File: config.mk
export PLATFORM = sky130hd
export DESIGN_NAME = uart_tx_8n1
export DESIGN_NICKNAME = d
export VERILOG_FILES = /design/src/rtl/uart_pkg.sv /design/src/rtl/uart_baud_tick.sv /design/src/rtl/uart_tx_8n1.sv
export SDC_FILE = /design/constraint.sdc
export NUM_CORES = 1
export LEC_CHECK = 0
export ABC_AREA = 1
export BUFFER_PORTS_ARGS = -buffer_cell sky130_fd_sc_hd__clkbuf_2
export CAP_MARGIN = 20
export CELL_PAD_IN_SITES_DETAIL_PLACEMENT = 0
export CELL_PAD_IN_SITES_GLOBAL_PLACEMENT = 1
export CORE_UTILIZATION = 38
export DETAILED_ROUTE_END_ITERATION = 8
export GPL_ROUTABILITY_DRIVEN = 0
export HOLD_SLACK_MARGIN = 0.02
export MAX_ROUTING_LAYER = met4
export PLACE_DENSITY_LB_ADDON = 0.15
export SLEW_MARGIN = 10
export SYNTH_ARGS = -nofsm -noshare
export SYNTH_HDL_FRONTEND = slang
export SYNTH_HIERARCHICAL = 1
export SYNTH_SLANG_ARGS = --single-unit
File: constraint.sdc
create_clock -name sysclk -period 1.6 [get_ports sysclk]
set_input_delay 0.16 -clock sysclk [delete_from_list [all_inputs] [get_ports sysclk]]
set_output_delay 0.16 -clock sysclk [all_outputs]
set_load 0.03 [all_outputs]
File: src/rtl/uart_pkg.sv
// Shared types and defaults for the UART transmitter.
// Optional parity build: define UART_TX_PARITY_EN.
package uart_pkg;

  localparam int CLK_FREQ_DEF = 50_000_000;
  localparam int BAUD_DEF     = 9600;
  localparam int DATA_BITS    = 8;

  typedef enum logic [2:0] {
    IDLE,
    START,
    DATA,
    STOP,
    PARITY
  } state_e;

  function automatic int cnt_w(input int n);
    return (n > 1) ? $clog2(n) : 1;
  endfunction

endpackage

File: src/rtl/uart_baud_tick.sv
// Bit-period counter: one-cycle tick in the last cycle of every bit.
// Held at zero while disabled; cleared when a frame starts.
import uart_pkg::*;

module uart_baud_tick #(
  parameter int DIV = 5208
) (
  input  logic clk_i,
  input  logic rst_i,
  input  logic clr_i,
  input  logic en_i,
  output logic tick_o
);

  localparam int W = cnt_w(DIV);
  localparam logic [W-1:0] LAST = W'(DIV - 1);

  logic [W-1:0] cnt_q;
  logic [W-1:0] cnt_d;

  assign tick_o = en_i & (cnt_q == LAST);

  always_comb begin
    cnt_d = cnt_q + 1'b1;
    if (clr_i || !en_i || tick_o) begin
      cnt_d = '0;
    end
  end

  always_ff @(posedge clk_i) begin
    if (rst_i) begin
      cnt_q <= '0;
    end else begin
      cnt_q <= cnt_d;
    end
  end

endmodule

File: src/rtl/uart_tx_8n1.sv
// 8N1 UART transmitter with rising-edge request and done pulse.
// Define UART_TX_PARITY_EN to append an even-parity bit after D7.
import uart_pkg::*;

module uart_tx_8n1 #(
  parameter int CLK_FREQ = CLK_FREQ_DEF,
  parameter int BAUD     = BAUD_DEF
) (
  input  logic       sysclk,
  input  logic       nrst,
  input  logic [7:0] datain,
  input  logic       flag_tx,
  output logic       rs232_tx,
  output logic       tx_done
);

  localparam int BAUD_DIV = CLK_FREQ / BAUD;
  localparam int IW = cnt_w(DATA_BITS);
  localparam logic [IW-1:0] LAST_BIT = IW'(DATA_BITS - 1);

  state_e               state_q;
  state_e               state_d;
  logic [DATA_BITS-1:0] shift_q;
  logic [DATA_BITS-1:0] shift_d;
  logic [IW-1:0]        idx_q;
  logic [IW-1:0]        idx_d;
  logic                 flag_q;
  logic                 req;
  logic                 tick;
  logic                 busy;

  // flag_q resets high so a request held through reset is not an edge
  assign req  = flag_tx & ~flag_q;
  assign busy = (state_q != IDLE);

  uart_baud_tick #(
    .DIV (BAUD_DIV)
  ) u_tick (
    .clk_i  (sysclk),
    .rst_i  (nrst),
    .clr_i  (req & ~busy),
    .en_i   (busy),
    .tick_o (tick)
  );

`ifdef UART_TX_PARITY_EN
  logic par_q;
  logic par_d;

  always_comb begin
    par_d = par_q;
    if (state_q == IDLE && req) begin
      par_d = ^datain;
    end
  end

  always_ff @(posedge sysclk) begin
    if (nrst) begin
      par_q <= 1'b0;
    end else begin
      par_q <= par_d;
    end
  end
`endif

  always_ff @(posedge sysclk) begin
    if (nrst) begin
      state_q <= IDLE;
      shift_q <= '0;
      idx_q   <= '0;
      flag_q  <= 1'b1;
    end else begin
      state_q <= state_d;
      shift_q <= shift_d;
      idx_q   <= idx_d;
      flag_q  <= flag_tx;
    end
  end

  always_comb begin
    state_d = state_q;
    shift_d = shift_q;
    idx_d   = idx_q;
    unique case (state_q)
      IDLE: begin
        if (req) begin
          state_d = START;
          shift_d = datain;
          idx_d   = '0;
        end
      end
      START: begin
        if (tick) begin
          state_d = DATA;
          idx_d   = '0;
        end
      end
      DATA: begin
        if (tick) begin
          if (idx_q == LAST_BIT) begin
`ifdef UART_TX_PARITY_EN
            state_d = PARITY;
`else
            state_d = STOP;
`endif
          end else begin
            idx_d = idx_q + 1'b1;
          end
        end
      end
      PARITY: begin
        if (tick) begin
          state_d = STOP;
        end
      end
      STOP: begin
        if (tick) begin
          state_d = IDLE;
        end
      end
      default: state_d = IDLE;
    endcase
  end

  always_comb begin
    rs232_tx = 1'b1;
    tx_done  = 1'b0;
    unique case (state_q)
      IDLE:   rs232_tx = 1'b1;
      START:  rs232_tx = 1'b0;
      DATA:   rs232_tx = shift_q[idx_q];
`ifdef UART_TX_PARITY_EN
      PARITY: rs232_tx = par_q;
`else
      PARITY: rs232_tx = 1'b1;
`endif
      STOP: begin
        rs232_tx = 1'b1;
        tx_done  = tick;
      end
      default: rs232_tx = 1'b1;
    endcase
  end

endmodule

; Word-level counts from Yosys, hierarchy flattened
; Cells that the tools add are included.
[classes]
n_addsub = 2
muxes = 15
n_reduce_logical = 10
div = 0
n_lt_le_gt_ge = 1
multipliers = 0
shift = 0
eq_ne = 13
n_bitwise = 5
[op_table]
columns = op, count
row1 = two-way mux 3 bit, 9
row2 = case mux 3 bit (5 select lines), 1
row3 = "!= test 2 bit, second input constant", 7
row4 = "adder 13 x 1 -> 13 bit, second input constant", 1
row5 = "equality test 13 bit, second input constant", 1
row6 = case mux 3 bit (3 select lines), 1
row7 = "equality test 3 x 2 -> 1 bit, second input constant", 2
row8 = "equality test 3 bit, second input constant", 2
row9 = AND reduction 6 bit, 1
row10 = nonzero test 3 bit, 2
row11 = AND reduction 5 bit, 1
row12 = "< comparator 3 x 4 -> 1 bit, second input constant", 1
row13 = "adder 3 x 1 -> 3 bit, second input constant", 1
row14 = AND 1 bit, 3
row15 = binary-select mux 1 bit (select 3 bit), 1
row16 = "equality test 3 x 1 -> 1 bit, second input constant", 1
row17 = zero test 3 bit, 1
row18 = logical OR 1 bit, 2
row19 = two-way mux 1 bit, 2
row20 = NOT 1 bit, 2
row21 = case mux 1 bit (2 select lines), 1
row22 = AND reduction 2 bit, 1
row23 = OR reduction 2 bit, 1
row24 = zero test 1 bit, 1
[totals]
ram_bits = 0
latchBits = 0
out_inout_bits = 2
in_bits = 11
rom_bits = 0
elab_cells = 51
regBits = 28
memories = 0

; Longest topological paths before layout
; Gate-level depths: netlist (run 1).
[logic_depth]
depth_word = 6
mapped_depth = 12
depth_no_buf = 12

; By module
; The synthesis (run 1) kept the hierarchy.
[by_module_without_submodules]
columns = module, n_inst, area_each_um2, cells_each
row1 = uart_tx_8n1, 1, 793.3, 116
row2 = uart_baud_tick, 1, 726.9, 105

; Worst setup path after synthesis (run 1)
; No wires, ideal clock.
[synth_path]
path_type = flip-flop to flip-flop
from = register state_q[0]
to = register state_q[1]
stages_incl_launch_ff = 13
setup_ps = 113
path_slack_ps = -100
arrival_time_ps = 1587
path_cell_list = dfxtp_1 inv_1 ha_1 inv_1 nand3_1 nor3_1 inv_1 o21ai_1 nand2_1 nor2_2 nand2_1 nand2_1 nor2_1
[synth_via]
elab_chain_cells = 4
elab_cells_between_ends = 15
classes_between = 10 x eq/ne / 1 x mux / 1 x bitwise / 3 x reduce/logical
[synth_lines]
columns = element, line_no
row1 = from (decl), uart_tx_8n1.sv:21  ; state_e state_q;
row2 = from (signal assigned), uart_tx_8n1.sv:73  ; state_q <= state_d;
row3 = nonzero test 3 bit *, uart_tx_8n1.sv:34  ; assign busy = (state_q != IDLE);
row4 = net busy, uart_tx_8n1.sv:30  ; logic busy;
row5 = AND 1 bit *, uart_baud_tick.sv:21  ; assign tick_o = en_i & (cnt_q == LAST);
row6 = net tick, uart_tx_8n1.sv:29  ; logic tick;
row7 = != test 2 bit (no line), -
row8 = AND reduction 6 bit (no line) *, -
; The timed path passes the listed nets; every way through them passes the cells marked *.
; A chain may end at the register's enable or synchronous reset.

; Worst setup path after layout (run 1)
[layout_path]
from = register u_tick.cnt_q[6]
to = output port tx_done
[layout_via]
elab_chain_cells = 3
[layout_lines]
columns = element, line_no
row1 = from (decl), uart_baud_tick.sv:18  ; logic [W-1:0] cnt_q;
row2 = from (signal assigned), uart_baud_tick.sv:34  ; cnt_q <= cnt_d;
row3 = equality test 13 bit, uart_baud_tick.sv:21
row4 = AND 1 bit, uart_baud_tick.sv:21
row5 = net tick, uart_tx_8n1.sv:29
row6 = two-way mux 1 bit, uart_tx_8n1.sv:128  ; unique case (state_q)
row7 = to (decl), uart_tx_8n1.sv:14  ; output logic tx_done
; The timed path passes the listed nets, and every way through them passes these cells.

==> results of run 1 <==
[cells by family (layout without fill, tap and decap cells)]
kind of cell | Yosys count | count (layout) | share of synthesized area [%]
AND/OR/NAND/NOR | 116 | 116 | 34.1
adder cells (fa/ha/maj) | 9 | 9 | 7.41
XOR/XNOR | 6 | 6 | 3.46
flip-flops | 27 | 27 | 35.6
buffers and inverters | 39 | 67 | 11.2
AO/OA/AOI/OAI | 24 | 24 | 8.31
[repair_timing]
action | CTS | global route
pin swaps | 4 | 11
setup buffers | 0 | 1
gates resized for setup | 11 | 19
endpoints found under the setup margin | 4 | 18
[per-layer routing]
layer | wire length (um) | up-vias | share of wire, % | track usage [%]
li1 | - | 737 | - | -
met1 | 1410 | 581 | 47 | 19.6
met2 | 1480 | 12 | 49 | 29.8
met3 | 91 | 2 | 3.0 | 3.47
met4 | 24 | 0 | 0.80 | 4.08
met5 | 0 | - | 0 | -
[worst max-delay path: cells and delay by family (launching register included)]
kind | cells | cell delay [ns]
buf+inv | 3 | 0.21
simple gates | 4 | 0.61
flops | 1 | 0.34
[Yosys cell counts]
master | n | area share (%)
a21oi_1 | 12 | 4.0
buf_2 | 1 | 0.33
buf_6 | 3 | 2.2
dfxtp_1 | 27 | 36
ha_1 | 9 | 7.4
inv_1 | 35 | 8.6
nand2_1 | 56 | 14
nand2_2 | 3 | 1.2
nand3_1 | 13 | 4.3
nand3_2 | 1 | 0.66
nand3b_1 | 2 | 0.99
nand4_1 | 4 | 1.6
nor2_1 | 27 | 6.7
nor2_2 | 4 | 1.6
nor2_4 | 2 | 1.5
nor3_1 | 1 | 0.33
nor3b_1 | 1 | 0.49
o21ai_0 | 9 | 3.0
o21ai_1 | 2 | 0.66
o21bai_2 | 1 | 0.74
or2_2 | 2 | 0.82
xnor2_1 | 1 | 0.58
xor2_1 | 5 | 2.9
[through the flow]
| step | total power [mW] | instance area (sq um) |
|---|---|---|
| after floorplan | 1.65 | 1530 |
| after global placement | 1.91 | 1720 |
| after detailed placement | 1.90 | 1720 |
| after CTS | 2.42 | 1820 |
| after global routing | 2.77 | 1870 |
| final | 2.53 | 1870 |
[final timing paths]
check | start | endpoint | slack, ns | cells past startpoint
max reg2reg | u_tick/cnt_q[6] | state_q[0] | 0.09 | 11
min reg2reg | shift_q[0] | shift_q[0] | 0.45 | 2
min | nrst | idx_q[1] | 0.11 | 2
max | u_tick/cnt_q[6] | tx_done | 0.0008 | 7
[power by group through the flow]
stage / Clock (mW) / Sequential [mW] / Combinational (mW)
2_1_floorplan: 0 / 0.868 / 0.783
3_3_place_gp: 0 / 0.864 / 1.05
3_5_place_dp: 0 / 0.862 / 1.04
4_1_cts: 0.419 / 0.852 / 1.15
5_1_grt: 0.444 / 0.882 / 1.45
6_report: 0.395 / 0.860 / 1.27
[registers in the layout, summed over array words and instances, names as in the netlist]
signal	count
shift_q	8
state_q	2
u_tick/cnt_q	13
flag_q	1
idx_q	3
[area by class of cell]
type,instances,area [sq um]
Clock buffer,3,41.3
Clock inverter,1,7.51
Fill cell,407,1880
Inverter,35,131
Multi-Input combinational cell,155,880
Sequential cell,27,548
Tap cell,48,60.1
Timing Repair Buffer,28,200
==> results by group, run 1 <==
Floorplan
  – Ports: 13
  – CORE AREA: 3740 sq um
  – Starting Density: 40.6%
  – Die height: 65.3 um
  – Die ar.: 4260 sq um
  – Die W: 65.3 um
  – Placement Rows: 22

Logic synthesis
  – Mapped Area: 1520 sq um
  – Number of synthesized register bits: 27
  – Warnings, synthesis: 6
  – Post-Syn Nets: 241
  – Sequential area share after synthesis: 35.6%
  – Cell variety after synth: 23
  – Post-Syn Instances: 221
  – Syn Area/Cell: 6.88 sq um

Worst setup path
  – Max incr delay on CP: 0.34 ns
  – WP data required: 1.44 ns
  – Slowest cell on crit path: dfxtp_2
  – Critical setup path kind: flip-flop to output pin
  – Worst path arrival time: 1.44 ns
  – Crit end category: output pin
  – Critical path, cell by cell: inv_2, nor2_2, nand4_1, nor3_4, nand2_1, inv_2, buf_8
  – Setup crit start kind: flip-flop
  – Most frequent CP cell: inv_2
  – Crit Path Max Fanout: 2

Placement
  – Final HPWL DP: 2.32 mm
  – Setup WS pre-CTS: -0.00236 ns
  – Buffers on Ports: 12
  – Placed insts: 292

GRT
  – Initial antenna violation count: 0
  – Gr usage total: 16.9%
  – First-pass GRT wire length: 5.49 mm
  – Number of global-route vias before repair: 1,283
  – Pin count of the biggest net entering global routing: 17
  – GR Overflow Total: 0

Power and ir drop
  – Lkg Pwr: 0.812 nW
  – Sequential power share: 34.0%
  – Clock share of power: 15.6%
  – Sw frac: 40.7%
  – Internal power: 1.50 mW
  – Comb pwr share: 50.4%
  – Peak VDD IR: 0.938 mV
  – PwrDens: 1350 nW/um^2
  – Psw: 1.03 mW

Timing
  – Slew @ Worst Pin: 0.383 ns
  – Max-slew violations: 0
  – Fmax: 0.625 GHz
  – Endpoints failing setup: 0
  – Tcrit/Tclk final: 100%
  – Sum Neg Setup Slack: 0 ns
  – Setup Skew: 0.00672 ns
  – RSZ-0062 raised after global routing: yes
  – Post-route setup slack: 0.000766 ns
  – WHS: 0.110 ns
  – Final hold violation count: 0
  – Min Tclk post-route: 1.60 ns
  – Rel. slew slack: 74.4%

Worst hold path
  – Worst hold-check path type: input port to flip-flop

Job
  – Max-cap violations: 0

Route
  – TritonRoute pass-1 iters: 6
  – DR WL/cell: 10.1 um
  – Routed Antenna Nets: 0
  – Via count: 1,332
  – DRC: 0
  – Via/cell ratio: 4.48
  – Final WL: 3.01 mm
  – Starting DRT DRC Count: 50

Clock network
  – CTS Sinks: 27
  – Clock-pin slew on the worst setup and hold paths: 0.10 ns
  – Max clock buf depth: 2
  – Root Driver: clkbuf_8
  – # H-tree levels: 1
  – Hold buffers post-CTS: 0
  – TritonCTS buffer count: 3
  – CTS tree: built
  – Clock Latency Late Sink: 0.27 ns

Outcome
  – Outcome: complete, no violations

Finish
  – Final cell count without fillers: 297
  – Commonest non-fill, non-tap cell in the layout: nand2_1
  – Share of layout cells above drive strength 1: 26.5%
  – Final-stage net count: 270
  – Most frequent cells in the layout: nand2_1, inv_1, nor2_1
  – Syn-to-layout area delta: 22.9%
  – # diodes: 0
  – Fin util: 49.9%
Note: power is estimated with default switching activity, not from simulation.
==> inputs of run 2 (changes only) <==
--- a/config.mk
+++ b/config.mk
@@ -10,7 +10,8 @@
 export CAP_MARGIN = 20
 export CELL_PAD_IN_SITES_DETAIL_PLACEMENT = 0
 export CELL_PAD_IN_SITES_GLOBAL_PLACEMENT = 1
-export CORE_UTILIZATION = 38
+export CORE_UTILIZATION = 40
+export CTS_BUF_LIST = sky130_fd_sc_hd__clkbuf_8 sky130_fd_sc_hd__clkbuf_16
 export DETAILED_ROUTE_END_ITERATION = 8
 export GPL_ROUTABILITY_DRIVEN = 0
 export HOLD_SLACK_MARGIN = 0.02
==> constraint.sdc (replaced) <==
create_clock -name sysclk -period 1.75 [get_ports sysclk]
set_input_delay 0.175 -clock sysclk [delete_from_list [all_inputs] [get_ports sysclk]]
set_output_delay 0.175 -clock sysclk [all_outputs]
set_load 0.03 [all_outputs]
==> results by group, run 2 (synthesized netlist as in run 1, its figures left out) <==
Outcome
  – Outcome: complete, no violations

Timing
  – Max-slew violations: 0
  – Fmax: 0.602 GHz
  – Final hold violation count: 0
  – Endpoints failing setup: 0
  – RSZ-0062 raised after global routing: no
  – Sum Neg Setup Slack: 0 ns
  – Slew @ Worst Pin: 0.286 ns
  – Tcrit/Tclk final: 94.9%
  – Min Tclk post-route: 1.66 ns
  – Rel. slew slack: 80.9%
  – Setup Skew: 0.00489 ns
  – WHS: 0.119 ns

Worst setup path
  – Worst path arrival time: 1.49 ns
  – Reg2reg start: state_q[1]
  – Most frequent CP cell: inv_2
  – Critical path, cell by cell: inv_1, ha_2, inv_2, nand3_2, nor3_4, nand2_1, inv_2, buf_6
  – Max incr delay on CP: 0.33 ns
  – Origin of the worst setup path: state_q[1]
  – Slowest cell on crit path: dfxtp_2
  – WP data required: 1.57 ns
  – Crit end category: output pin
  – Critical setup path kind: flip-flop to output pin
  – Setup crit start kind: flip-flop
  – CP Buf/Inv Count: 4
  – Crit Path Max Fanout: 3
  – Crit path max-delay family: simple AND/OR/NAND/NOR gates

GRT
  – Gr usage total: 16.9%
  – Number of global-route vias before repair: 1,299
  – Pin count of the biggest net entering global routing: 17
  – GR Overflow Total: 0
  – First-pass GRT wire length: 5.20 mm
  – Initial antenna violation count: 0

Floorplan
  – Placement Rows: 22
  – Die ar.: 4050 sq um
  – Die height: 63.7 um
  – Ports: 13
  – Die W: 63.7 um
  – Starting Density: 41.5%
  – CORE AREA: 3660 sq um

Finish
  – Most flops, register: u_tick/cnt_q
  – Commonest non-fill, non-tap cell in the layout: nand2_1
  – Max reg flops: 13
  – Largest registers: u_tick/cnt_q (13), shift_q (8), idx_q (3)
  – Most frequent cells in the layout: nand2_1, inv_1, nor2_1
  – Final-stage net count: 263
  – # diodes: 0
  – # fillers: 380
  – Share of layout cells above drive strength 1: 21.1%
  – Syn-to-layout area delta: 16.2%
  – Fin util: 48.3%

Clock network
  – TritonCTS buffer count: 3
  – Clock-pin slew on the worst setup and hold paths: 0.10 ns
  – Max clock buf depth: 2
  – # H-tree levels: 1
  – Hold buffers post-CTS: 0
  – CTS Sinks: 27
  – CTS tree: built
  – Root Driver: clkbuf_8
  – Clock Latency Late Sink: 0.28 ns

Route
  – Via/cell ratio: 4.71
  – DRC: 0
  – TritonRoute pass-1 iters: 4
  – Routed Antenna Nets: 0
  – DR WL/cell: 10.2 um
  – Via count: 1,365
  – Starting DRT DRC Count: 43
  – Final WL: 2.97 mm

Power and ir drop
  – PwrDens: 1250 nW/um^2
  – Sw frac: 41.3%
  – Comb pwr share: 47.8%
  – Peak VDD IR: 0.703 mV
  – Sequential power share: 35.4%
  – Psw: 914 uW
  – Internal power: 1.30 mW
  – Lkg Pwr: 0.772 nW
  – Clock share of power: 16.8%

Job
  – Max-cap violations: 0

Placement
  – Final HPWL DP: 2.31 mm
  – Buffers on Ports: 12

Worst hold path
  – Hold path start: nrst
  – Worst hold-check path type: input port to flip-flop
## run 2: changes by cell type in the layout (fill, tap and decap cells not counted), sizes merged
cell / delta
buf: -7
## run 2: timing repair
| item | in CTS | in global routing |
|---|---|---|
| endpoints found under the setup margin | 5 | 8 |
| gates resized for setup | 2 | 19 |
| buffers inserted | 0 | 1 |
| gates cloned | 0 | 0 |
| pin swaps | 1 | 6 |
## run 2: worst paths after layout
kind                                   end  slack [ns]  depth (start not counted)
worst max-delay path               tx_done        0.09                          8
worst min-delay path              idx_q[2]        0.12                          2
worst max register to register  state_q[0]        0.17                         12
worst min register to register  shift_q[5]        0.46                          2
## run 2: power groups by stage
stage	Combinational [mW]	Clock [mW]	Sequential (mW)
3_5_place_dp	0.941	0	0.788
5_1_grt	1.22	0.413	0.800
6_report	1.06	0.373	0.783
3_3_place_gp	0.927	0	0.789
2_1_floorplan	0.707	0	0.788
4_1_cts	0.945	0.385	0.774
## run 2: cell type report
type	count	area (sq um)	share of cell area, %
well taps	48	60.1	3.40
clock buffers	3	41.3	2.34
multi-input cells	155	846	47.9
repair buffers	21	136	7.72
inverters	35	131	7.44
clock inverters	1	7.51	0.425
flip-flops and latches	27	544	30.8
## run 2: per-layer routing
layer,GRT usage [%],vias up,share of wire (%)
met5,-,-,0
met4,7.39,0,1.2
met3,2.72,4,1.6
met2,30.2,13,53
met1,18.1,627,44
li1,-,721,-
## run 2: metrics by stage
stage	std cells	setup WS (ns)	cell area (sq um)	power, mW
2_1_floorplan	221	0.0499	1520	1.50
3_3_place_gp	285	0.0837	1660	1.72
3_5_place_dp	285	-0.0381	1660	1.73
4_1_cts	289	0.00191	1720	2.10
5_1_grt	290	0.00344	1770	2.43
6_report	290	0.0884	1770	2.21
